### config.mk
export PLATFORM = sky130hd
export DESIGN_NAME = csr_exec_pipe
export DESIGN_NICKNAME = d
export VERILOG_FILES = /design/src/rtl/csr_exec_pipe.sv
export SDC_FILE = /design/constraint.sdc
export NUM_CORES = 1
export LEC_CHECK = 0
export BUFFER_PORTS_ARGS = -buffer_cell sky130_fd_sc_hd__buf_2
export CAP_MARGIN = 20
export CORE_AREA = 2 2 237 239
export CTS_CLUSTER_DIAMETER = 150
export DETAILED_ROUTE_END_ITERATION = 8
export DIE_AREA = 0 0 239 241
export PLACE_DENSITY = 0.57
export SLEW_MARGIN = 20
export SYNTH_ARGS = -nofsm -noshare
export SYNTH_HDL_FRONTEND = slang
export SYNTH_SLANG_ARGS = --single-unit
### constraint.sdc
create_clock -name clk -period 2.1 [get_ports clk]
set_input_delay 0.315 -clock clk [delete_from_list [all_inputs] [get_ports clk]]
set_output_delay 0.315 -clock clk [all_outputs]
set_load 0.005 [all_outputs]
### src/rtl/csr_exec_pipe.sv
// rtl/csr_exec_pipe.sv - registered CSR read-modify-write unit with PMP routing and response FIFO
module csr_exec_pipe #(
    parameter int XLEN                  = 64,
    parameter int ROB_INDEX_WIDTH       = 4,
    parameter int PHY_REG_ADDR_WIDTH    = 6,
    parameter int CSR_ADDR_LEN          = 12,
    parameter int IMM_LEN               = 5,
    parameter int EXCEPTION_CAUSE_WIDTH = 4,
    parameter int PMP_ENTRIES           = 16,
    parameter int RESP_DEPTH            = 2
) (
    input  logic                                 clk,
    input  logic                                 rst,
    input  logic                                 req_valid_i,
    output logic                                 req_ready_o,
    input  logic [ROB_INDEX_WIDTH-1:0]           rob_index_i,
    input  logic [PHY_REG_ADDR_WIDTH-1:0]        prd_addr_i,
    input  logic [2:0]                           func3_i,
    input  logic [XLEN-1:0]                      prs1_data_i,
    input  logic                                 rs1_is_x0_i,
    input  logic [IMM_LEN-1:0]                   imm_i,
    input  logic [CSR_ADDR_LEN-1:0]              csr_addr_i,
    input  logic                                 csr_do_read_i,
    input  logic                                 csr_do_write_i,
    input  logic                                 flush_i,
    output logic [CSR_ADDR_LEN-1:0]              csr_raddr_o,
    input  logic [XLEN-1:0]                      csr_rdata_i,
    input  logic                                 csr_readable_i,
    input  logic                                 csr_writable_i,
    output logic                                 csr_wen_o,
    output logic [CSR_ADDR_LEN-1:0]              csr_waddr_o,
    output logic [XLEN-1:0]                      csr_wdata_o,
    output logic                                 pmp_cfg_vld_o,
    output logic [$clog2(PMP_ENTRIES/8):0]       pmp_cfg_addr_o,
    output logic [XLEN-1:0]                      pmp_cfg_payload_o,
    input  logic [XLEN-1:0]                      pmp_cfg_origin_payload_i,
    output logic                                 pmp_addr_vld_o,
    output logic [$clog2(PMP_ENTRIES)-1:0]       pmp_addr_addr_o,
    output logic [XLEN-1:0]                      pmp_addr_payload_o,
    input  logic [XLEN-1:0]                      pmp_addr_origin_payload_i,
    output logic                                 resp_valid_o,
    input  logic                                 resp_ready_i,
    output logic [ROB_INDEX_WIDTH-1:0]           resp_rob_index_o,
    output logic [PHY_REG_ADDR_WIDTH-1:0]        resp_prd_addr_o,
    output logic [XLEN-1:0]                      resp_data_o,
    output logic                                 resp_exception_o,
    output logic [EXCEPTION_CAUSE_WIDTH-1:0]     resp_ecause_o
);

    localparam int PTR_W  = (RESP_DEPTH > 1) ? $clog2(RESP_DEPTH) : 1;
    localparam int CNT_W  = $clog2(RESP_DEPTH + 1);
    localparam int CFG_AW = $clog2(PMP_ENTRIES/8) + 1;
    localparam int PA_AW  = $clog2(PMP_ENTRIES);
    localparam logic [CSR_ADDR_LEN-1:0] CFG_BASE = CSR_ADDR_LEN'('h3A0);
    localparam logic [CSR_ADDR_LEN-1:0] CFG_END  = CSR_ADDR_LEN'('h3A0 + PMP_ENTRIES/4);
    localparam logic [CSR_ADDR_LEN-1:0] PA_BASE  = CSR_ADDR_LEN'('h3B0);
    localparam logic [CSR_ADDR_LEN-1:0] PA_END   = CSR_ADDR_LEN'('h3B0 + PMP_ENTRIES);

    typedef enum logic {S_IDLE, S_EXEC} state_t;

    typedef struct packed {
        logic [ROB_INDEX_WIDTH-1:0]    rob;
        logic [PHY_REG_ADDR_WIDTH-1:0] prd;
        logic [2:0]                    func3;
        logic [XLEN-1:0]               rs1;
        logic                          rs1_x0;
        logic [IMM_LEN-1:0]            imm;
        logic [CSR_ADDR_LEN-1:0]       addr;
        logic                          do_read;
        logic                          do_write;
    } req_t;

    typedef struct packed {
        logic [ROB_INDEX_WIDTH-1:0]       rob;
        logic [PHY_REG_ADDR_WIDTH-1:0]    prd;
        logic [XLEN-1:0]                  data;
        logic                             exc;
        logic [EXCEPTION_CAUSE_WIDTH-1:0] ecause;
    } resp_t;

    state_t                state_q, state_d;
    req_t                  req_q, req_d;
    resp_t                 mem_q [RESP_DEPTH];
    resp_t                 mem_d [RESP_DEPTH];
    logic [PTR_W-1:0]      wr_ptr_q, wr_ptr_d, rd_ptr_q, rd_ptr_d;
    logic [CNT_W-1:0]      count_q, count_d;

    logic                  exec, is_cfg, is_pa, eff_wr, illegal, commit, push, pop, accept;
    logic [XLEN-1:0]       old_val, new_val, zimm;
    resp_t                 push_entry, head;

    function automatic logic [PTR_W-1:0] ptr_inc(input logic [PTR_W-1:0] p);
        return (p == PTR_W'(RESP_DEPTH - 1)) ? '0 : p + PTR_W'(1);
    endfunction

    assign exec        = (state_q == S_EXEC);
    assign req_ready_o = (state_q == S_IDLE) && (count_q < CNT_W'(RESP_DEPTH));
    assign accept      = req_valid_i && req_ready_o && !flush_i;

    // Next state and request capture; flush wins over a handshake in the same cycle
    always_comb begin
        state_d = state_q;
        req_d   = req_q;
        if (flush_i) begin
            state_d = S_IDLE;
        end else if (exec) begin
            state_d = S_IDLE;
        end else if (accept) begin
            state_d      = S_EXEC;
            req_d.rob    = rob_index_i;
            req_d.prd    = prd_addr_i;
            req_d.func3  = func3_i;
            req_d.rs1    = prs1_data_i;
            req_d.rs1_x0 = rs1_is_x0_i;
            req_d.imm    = imm_i;
            req_d.addr   = csr_addr_i;
            req_d.do_read  = csr_do_read_i;
            req_d.do_write = csr_do_write_i;
        end
    end

    // Execute-cycle decode, legality check and read-modify-write value
    always_comb begin
        is_cfg  = (req_q.addr >= CFG_BASE) && (req_q.addr < CFG_END);
        is_pa   = (req_q.addr >= PA_BASE) && (req_q.addr < PA_END);
        old_val = is_cfg ? pmp_cfg_origin_payload_i :
                  is_pa  ? pmp_addr_origin_payload_i : csr_rdata_i;
        zimm    = XLEN'(req_q.imm);
        eff_wr  = req_q.do_write;
        if ((req_q.func3 == 3'b010 || req_q.func3 == 3'b011) && req_q.rs1_x0)
            eff_wr = 1'b0;
        if ((req_q.func3 == 3'b110 || req_q.func3 == 3'b111) && req_q.imm == '0)
            eff_wr = 1'b0;
        illegal = (req_q.func3 == 3'b000) || (req_q.func3 == 3'b100)
                || (req_q.do_read && !csr_readable_i)
                || (eff_wr && !csr_writable_i)
                || ((XLEN == 64) && is_cfg && req_q.addr[0]);
        case (req_q.func3)
            3'b001:  new_val = req_q.rs1;
            3'b010:  new_val = old_val | req_q.rs1;
            3'b011:  new_val = old_val & ~req_q.rs1;
            3'b101:  new_val = zimm;
            3'b110:  new_val = old_val | zimm;
            3'b111:  new_val = old_val & ~zimm;
            default: new_val = '0;
        endcase
        commit = exec && eff_wr && !illegal && !flush_i;
        push   = exec && !flush_i;
        push_entry.rob    = req_q.rob;
        push_entry.prd    = req_q.prd;
        push_entry.data   = illegal ? '0 : old_val;
        push_entry.exc    = illegal;
        push_entry.ecause = illegal ? EXCEPTION_CAUSE_WIDTH'(2) : '0;
    end

    // Commit strobes and payloads, quiet outside the execute cycle
    always_comb begin
        csr_raddr_o        = req_q.addr;
        csr_wen_o          = commit && !is_cfg && !is_pa;
        pmp_cfg_vld_o      = commit && is_cfg;
        pmp_addr_vld_o     = commit && is_pa;
        csr_waddr_o        = exec ? req_q.addr : '0;
        csr_wdata_o        = exec ? new_val : '0;
        pmp_cfg_payload_o  = exec ? new_val : '0;
        pmp_addr_payload_o = exec ? new_val : '0;
        pmp_cfg_addr_o     = (exec && is_cfg) ? CFG_AW'((req_q.addr - CFG_BASE) >> 1) : '0;
        pmp_addr_addr_o    = (exec && is_pa) ? PA_AW'(req_q.addr - PA_BASE) : '0;
    end

    // Response FIFO bookkeeping; flush empties it regardless of push/pop
    always_comb begin
        mem_d    = mem_q;
        wr_ptr_d = wr_ptr_q;
        rd_ptr_d = rd_ptr_q;
        count_d  = count_q;
        pop      = (count_q != '0) && resp_ready_i;
        if (flush_i) begin
            wr_ptr_d = '0;
            rd_ptr_d = '0;
            count_d  = '0;
        end else begin
            if (push) begin
                mem_d[wr_ptr_q] = push_entry;
                wr_ptr_d        = ptr_inc(wr_ptr_q);
            end
            if (pop) begin
                rd_ptr_d = ptr_inc(rd_ptr_q);
            end
            count_d = count_q + CNT_W'(push) - CNT_W'(pop);
        end
    end

    // Head of FIFO drives the response port, zeroed when empty
    always_comb begin
        resp_valid_o     = (count_q != '0);
        head             = resp_valid_o ? mem_q[rd_ptr_q] : '0;
        resp_rob_index_o = head.rob;
        resp_prd_addr_o  = head.prd;
        resp_data_o      = head.data;
        resp_exception_o = head.exc;
        resp_ecause_o    = head.ecause;
    end

    // Control and latched request registers
    always_ff @(posedge clk or negedge rst) begin
        if (!rst) begin
            state_q <= S_IDLE;
            req_q   <= '0;
        end else begin
            state_q <= state_d;
            req_q   <= req_d;
        end
    end

    // FIFO storage and pointers
    always_ff @(posedge clk or negedge rst) begin
        if (!rst) begin
            for (int i = 0; i < RESP_DEPTH; i++) mem_q[i] <= '0;
            wr_ptr_q <= '0;
            rd_ptr_q <= '0;
            count_q  <= '0;
        end else begin
            mem_q    <= mem_d;
            wr_ptr_q <= wr_ptr_d;
            rd_ptr_q <= rd_ptr_d;
            count_q  <= count_d;
        end
    end

endmodule

# Word-level counts from Yosys, hierarchy flattened
# Index checks and enable logic that the tools add are counted.
# W data, S select, Z words.
# word_totals
latchBits	0
ff_bits	260
memories	0
inputBits	296
ramBits	0
output_inout_bits	306
mem_bits_ro	0
# op_classes
n_addsub	6
n_div	0
eq_ne	7
reduce_logical	41
n_lt_le_gt_ge	8
n_mul	0
bitwise	10
shift	0
n_mux	28
# op_table
operator	count
$mux W79	5
$pmux W64 S6	1
$mux W64	4
$bwmux W158	1
$and A64 B64 Y64	2
$demux W79 S1	1
$not A5 Y64	1
$not A64 Y64	1
$or A64 B5 Y64	1
$or A64 B64 Y64	1
$ge A12 B10 Y1 const B	2
$lt A12 B10 Y1 const B	2
$logic_and A1 B1 Y1	22
$eq A3 B3 Y1 const B	4
$mux W12	1
$mux W1	11
$eq A3 B2 Y1 const B	2
$logic_not A1 Y1	6
$logic_or A1 B1 Y1	6
$mux W2	3
$reduce_bool A2 Y1	3
$logic_not A5 Y1	1
$ge A2 B2 Y1 const B	2
$mux W4	1
other kinds (13)	16

# Logic depth before layout (Yosys ltp)
# depth
depth_word	13
ltp_mapped	8
depth_no_buf	8

# Least setup slack after synthesis
# Ideal clock, no wire load.
# synth_path
kind	reg-to-output
from	reg req_q, in the netlist csr_raddr_o[11]
to	out pmp_addr_payload_o[10]
arrival_ps	1969
path_stages_with_launch	8
path_slack_ps	-184
n_path_buf	3
cell_sequence	dfrtp_1 > or4b_1 > clkbuf_1 > clkbuf_1 > o22a_1 > o22ai_2 > o21ai_1 > buf_4
# synth_via
elab_chain_cells	7
elab_cells_between_ends	14
cone_classes	4 x order compare; 4 x mux; 4 x bitwise; 2 x reduce/logical
# synth_rtl
item	line	text
start: declaration	82	req_t req_q, req_d;
start signal: assignment	211	req_q <= req_d;
$ge A12 B10 Y1 / $lt A12 B10 Y1 (equally long branches)	125	is_pa = (req_q.addr >= PA_BASE) && (req_q.addr < PA_END);
$logic_and A1 B1 Y1	125	
$mux W64	127	is_pa ? pmp_addr_origin_payload_i : csr_rdata_i;
$mux W64 *	126	old_val = is_cfg ? pmp_cfg_origin_payload_i :
$and A64 B64 Y64 (tied with other cells)	144	3'b111: new_val = old_val & ~zimm;
$pmux W64 S6 *	138	case (req_q.func3)
$mux W64 *	-	
end: declaration	39	output logic [XLEN-1:0] pmp_addr_payload_o,
# Every way passes the cells marked *; elsewhere a longest branch is shown, timed or not.

# Worst setup path in the final report
# layout_path
from	reg req_q, in the netlist csr_raddr_o[11]
to	out csr_wdata_o[1]
# layout_via
elab_chain_cells	7
elab_cells_between_ends	14
cone_classes	4 x order compare; 4 x mux; 4 x bitwise; 2 x reduce/logical
# layout_rtl
item	line	text
$ge A12 B10 Y1 / $lt A12 B10 Y1 (equally long branches)	125	
$logic_and A1 B1 Y1	125	
$mux W64	127	
$mux W64 *	126	
$and A64 B64 Y64 (tied with other cells)	144	
$pmux W64 S6 *	138	
$mux W64 *	163	csr_wdata_o = exec ? new_val : '0;
end: declaration	32	output logic [XLEN-1:0] csr_wdata_o,
# Marked as above.

==> results.yml <==
route:
  wl_per_cell_um: 20.7
  drt_iter0_drc: 715
  routed_via_density: 4.89
  first_pass_iters: 5
  postRouteAntennaNets: 0
  drt_drc_violations_left: 0
  vias: 15057
  routed_wl_um: 63800
placement:
  placed_cells: 2769
  placed_area_um2: 19300
  dp_hpwl_um: 39300
  port_buffers: 597
  place_ws_ps: -143
  gp_congestion: 0.864
grt:
  grt_busiest_layer: "met2"
  grt_use_total: 0.184
  grtUsageMet1: 0.218
  grt_pass1_wl_um: 83400
  grt_overflow: 0
  grt_pass1_vias: 14846
  use_met2: 0.335
  antenna_found_initial: 0
  grt_max_degree: 76
  use_met3: 0.0293
finish:
  fin_area_um2: 24400
  drive_gt1_frac: 0.539
  diodes: 0
  nNetsFinal: 2647
  fillers: 5133
  fin_cells: 3077
  areaGrowthSynthToFinish_pct: 58.9
floorplanning:
  initial_utilization: 0.280
  die_x_um: 239
  die_h_um: 241
  die_area_um2: 57600
  fp-row-count: 86
  ios: 602
  core_um2: 54900
clock_network:
  clock_sinks: 252
  clkSlewWorstSetupHoldPaths_ps: 60
  cts_buffers: 30
  clock_path_buffers: 3
  tritoncts: "done"
  h-tree-depth: 1
  root_buffer: "clkbuf_16"
  clk_latency_ps: 580
synthesis:
  synthTopCellsByCount: "nand2_1, dfrtp_1, buf_4"
  syn-mean-instance-area_um2: 9.62
  yosys-top-cells-area: "dfrtp_1, o31ai_2, buf_4"
  syn-instance-count: 1596
  synth_warnings: 0
  synth.distinct_cells: 48
  netlist.area_leader.share: 0.411
  ys_ff_latch: 252
  synthArstFlopShare: 1.00
  yosysTopAreaCell: "dfrtp_1"
  seq_area_frac_synth: 0.411
  synth_flop_cell: "dfrtp_1"
  synth-edff-count: 0
  syn_area_um2: 15400
  synth_most_common_cell: "nand2_1"
timing:
  maxSlewViolCount: 0
  setup_ws_ps: -714
  slew_headroom: 0.546
  finClkSkew_ps: 24.8
  fmax_mhz: 355
  worst_slew_pin_slew_ps: 682
  rsz0062_at_grt: "true"
  fin_crit_ps: 2810
  fin_setup_tns_ps: -142120
  fin_crit_sh: 1.34
  hold_violations: 0
  setup_viol: 372
setup_path:
  end_kind: "output pin"
  crit_slowest_cell: "or4b_4"
  arrival_ps: 2500
  startpoint_type: "flip-flop"
  worstPathCellList: "or4b_4 > buf_12 > buf_4 > o21ai_2 > a211oi_2 > o21a_1 > buf_2"
  crit_path_max_fanout: 11
  slowest_delay_ps: 570
  worst-setup-path-type: "reg -> out"
  cp.required_ps: 1780
power:
  powerDensity_nw_per_um2: 1120
  p_leak_nw: 11.5
  ir_drop_mv: 0.541
run:
  maxCapViolCount: 0
worst_hold_path:
  hold_class: "in -> reg"
run_status:
  outcome: "finished with violations"
  failed_checks: "negative setup slack"
sequential cells by signal (all words and copies together) (netlist names):
signal and count:
push_entry 10, req_q 75, count_q 2, rd_ptr_q 1, wr_ptr_q 1, mem_q 150, csr_raddr_o 12, exec 1
kinds of logic (layout without fill, tap and decap cells):
| family | Yosys count | count (layout) | synth area share |
|---|---|---|---|
| AO/OA/AOI/OAI | 463 | 463 | 0.259 |
| XOR/XNOR | 5 | 5 | 0.00285 |
| adder cells (fa/ha/maj) | 2 | 2 | 0.00163 |
| buffers and inverters | 347 | 1121 | 0.129 |
| flip-flops | 252 | 252 | 0.411 |
| multiplexers | 136 | 136 | 0.0933 |
| other | 1 | 4 | 0.000244 |
| AND/OR/NAND/NOR | 390 | 390 | 0.103 |
area by class of cell:
type / count / area (um^2) / share of cell area
timing repair buffer: 995 / 7470 / 0.307
clock buffer: 37 / 797 / 0.0327
tap: 704 / 881 / 0.0361
sequential: 252 / 6320 / 0.259
multi-input combinational: 1000 / 8330 / 0.341
clock inverter: 19 / 325 / 0.0133
inverter: 70 / 265 / 0.0109
worst max-delay path: cells and delay by family, from the launching register on:
kind	cells	cell delay, ps
compound gates	3	480
buf+inv	3	480
flops	1	390
simple gates	1	570
per-layer routing:
layer	wire length, um	vias up
met4	2100	0
met5	0	-
met1	26300	7448
li1	-	6960
met2	32000	544
met3	3430	105
what timing repair did:
item                                    in CTS  in global routing
resized for setup                           96                147
gates cloned                                 0                 33
buffers inserted                            69                 58
hold endpoints to repair                   147                  0
endpoints found under the setup margin     404                404
pin swaps                                   19                 33
hold buffers                                99                  0
through the flow:
stage,total power [mW],hold slack [ps],utilization
final,27.2,123,0.444
after global routing,28.9,143,0.444
after CTS,24.9,96.2,0.409
after detailed placement,18.1,284,0.351
after global placement,17.8,281,0.351
after floorplan,14.7,19.4,-
report_power, final:
group	internal [mW]	switching (mW)
Sequential	6.91	1.19
Clock	3.69	2.21
Combinational	6.42	6.82
worst paths after layout:
| path | from | endpoint | slack [ps] | cells after the start |
|---|---|---|---|---|
| worst min register to register | mem_q[142]$_DFFE_PN0P_ | mem_q[142]$_DFFE_PN0P_ | 480 | 2 |
| worst max register to register | csr_raddr_o[10]$_DFFE_PN0P_ | mem_q[38]$_DFFE_PN0P_ | -270 | 12 |
| min in group asynchronous | rst | mem_q[63]$_DFFE_PN0P_ | 260 | 2 |
| max in group asynchronous | rst | wr_ptr_q$_DFFE_PN0P_ | 1140 | 3 |
| worst max-delay path | csr_raddr_o[11]$_DFFE_PN0P_ | csr_wdata_o[1] | -710 | 7 |
| worst min-delay path | csr_writable_i | mem_q[80]$_DFFE_PN0P_ | 120 | 3 |
cells in the final DEF (no fill, tap or decap), types with 6 or more instances in the layout:
cell,synthesis,final
o21ai_1,96,34
o21ai_0,87,87
buf_12,0,42
o22ai_1,12,8
mux2i_1,79,76
nor2_1,90,85
mux2_1,8,8
dlygate4sd3_1,0,99
o31ai_1,9,8
o31ai_4,0,55
o21ai_2,0,56
buf_8,0,12
mux2_2,49,49
o22ai_2,56,29
buf_4,147,185
o21ai_4,0,6
dfrtp_1,252,248
buf_16,0,6
bufinv_16,0,8
and2_1,13,12
nand2_1,258,255
inv_1,70,69
o22ai_4,0,31
o31ai_2,120,66
clkbuf_16,0,50
buf_6,12,40
buf_2,31,591
o22a_1,59,55
(Power assumes the default switching activity.)
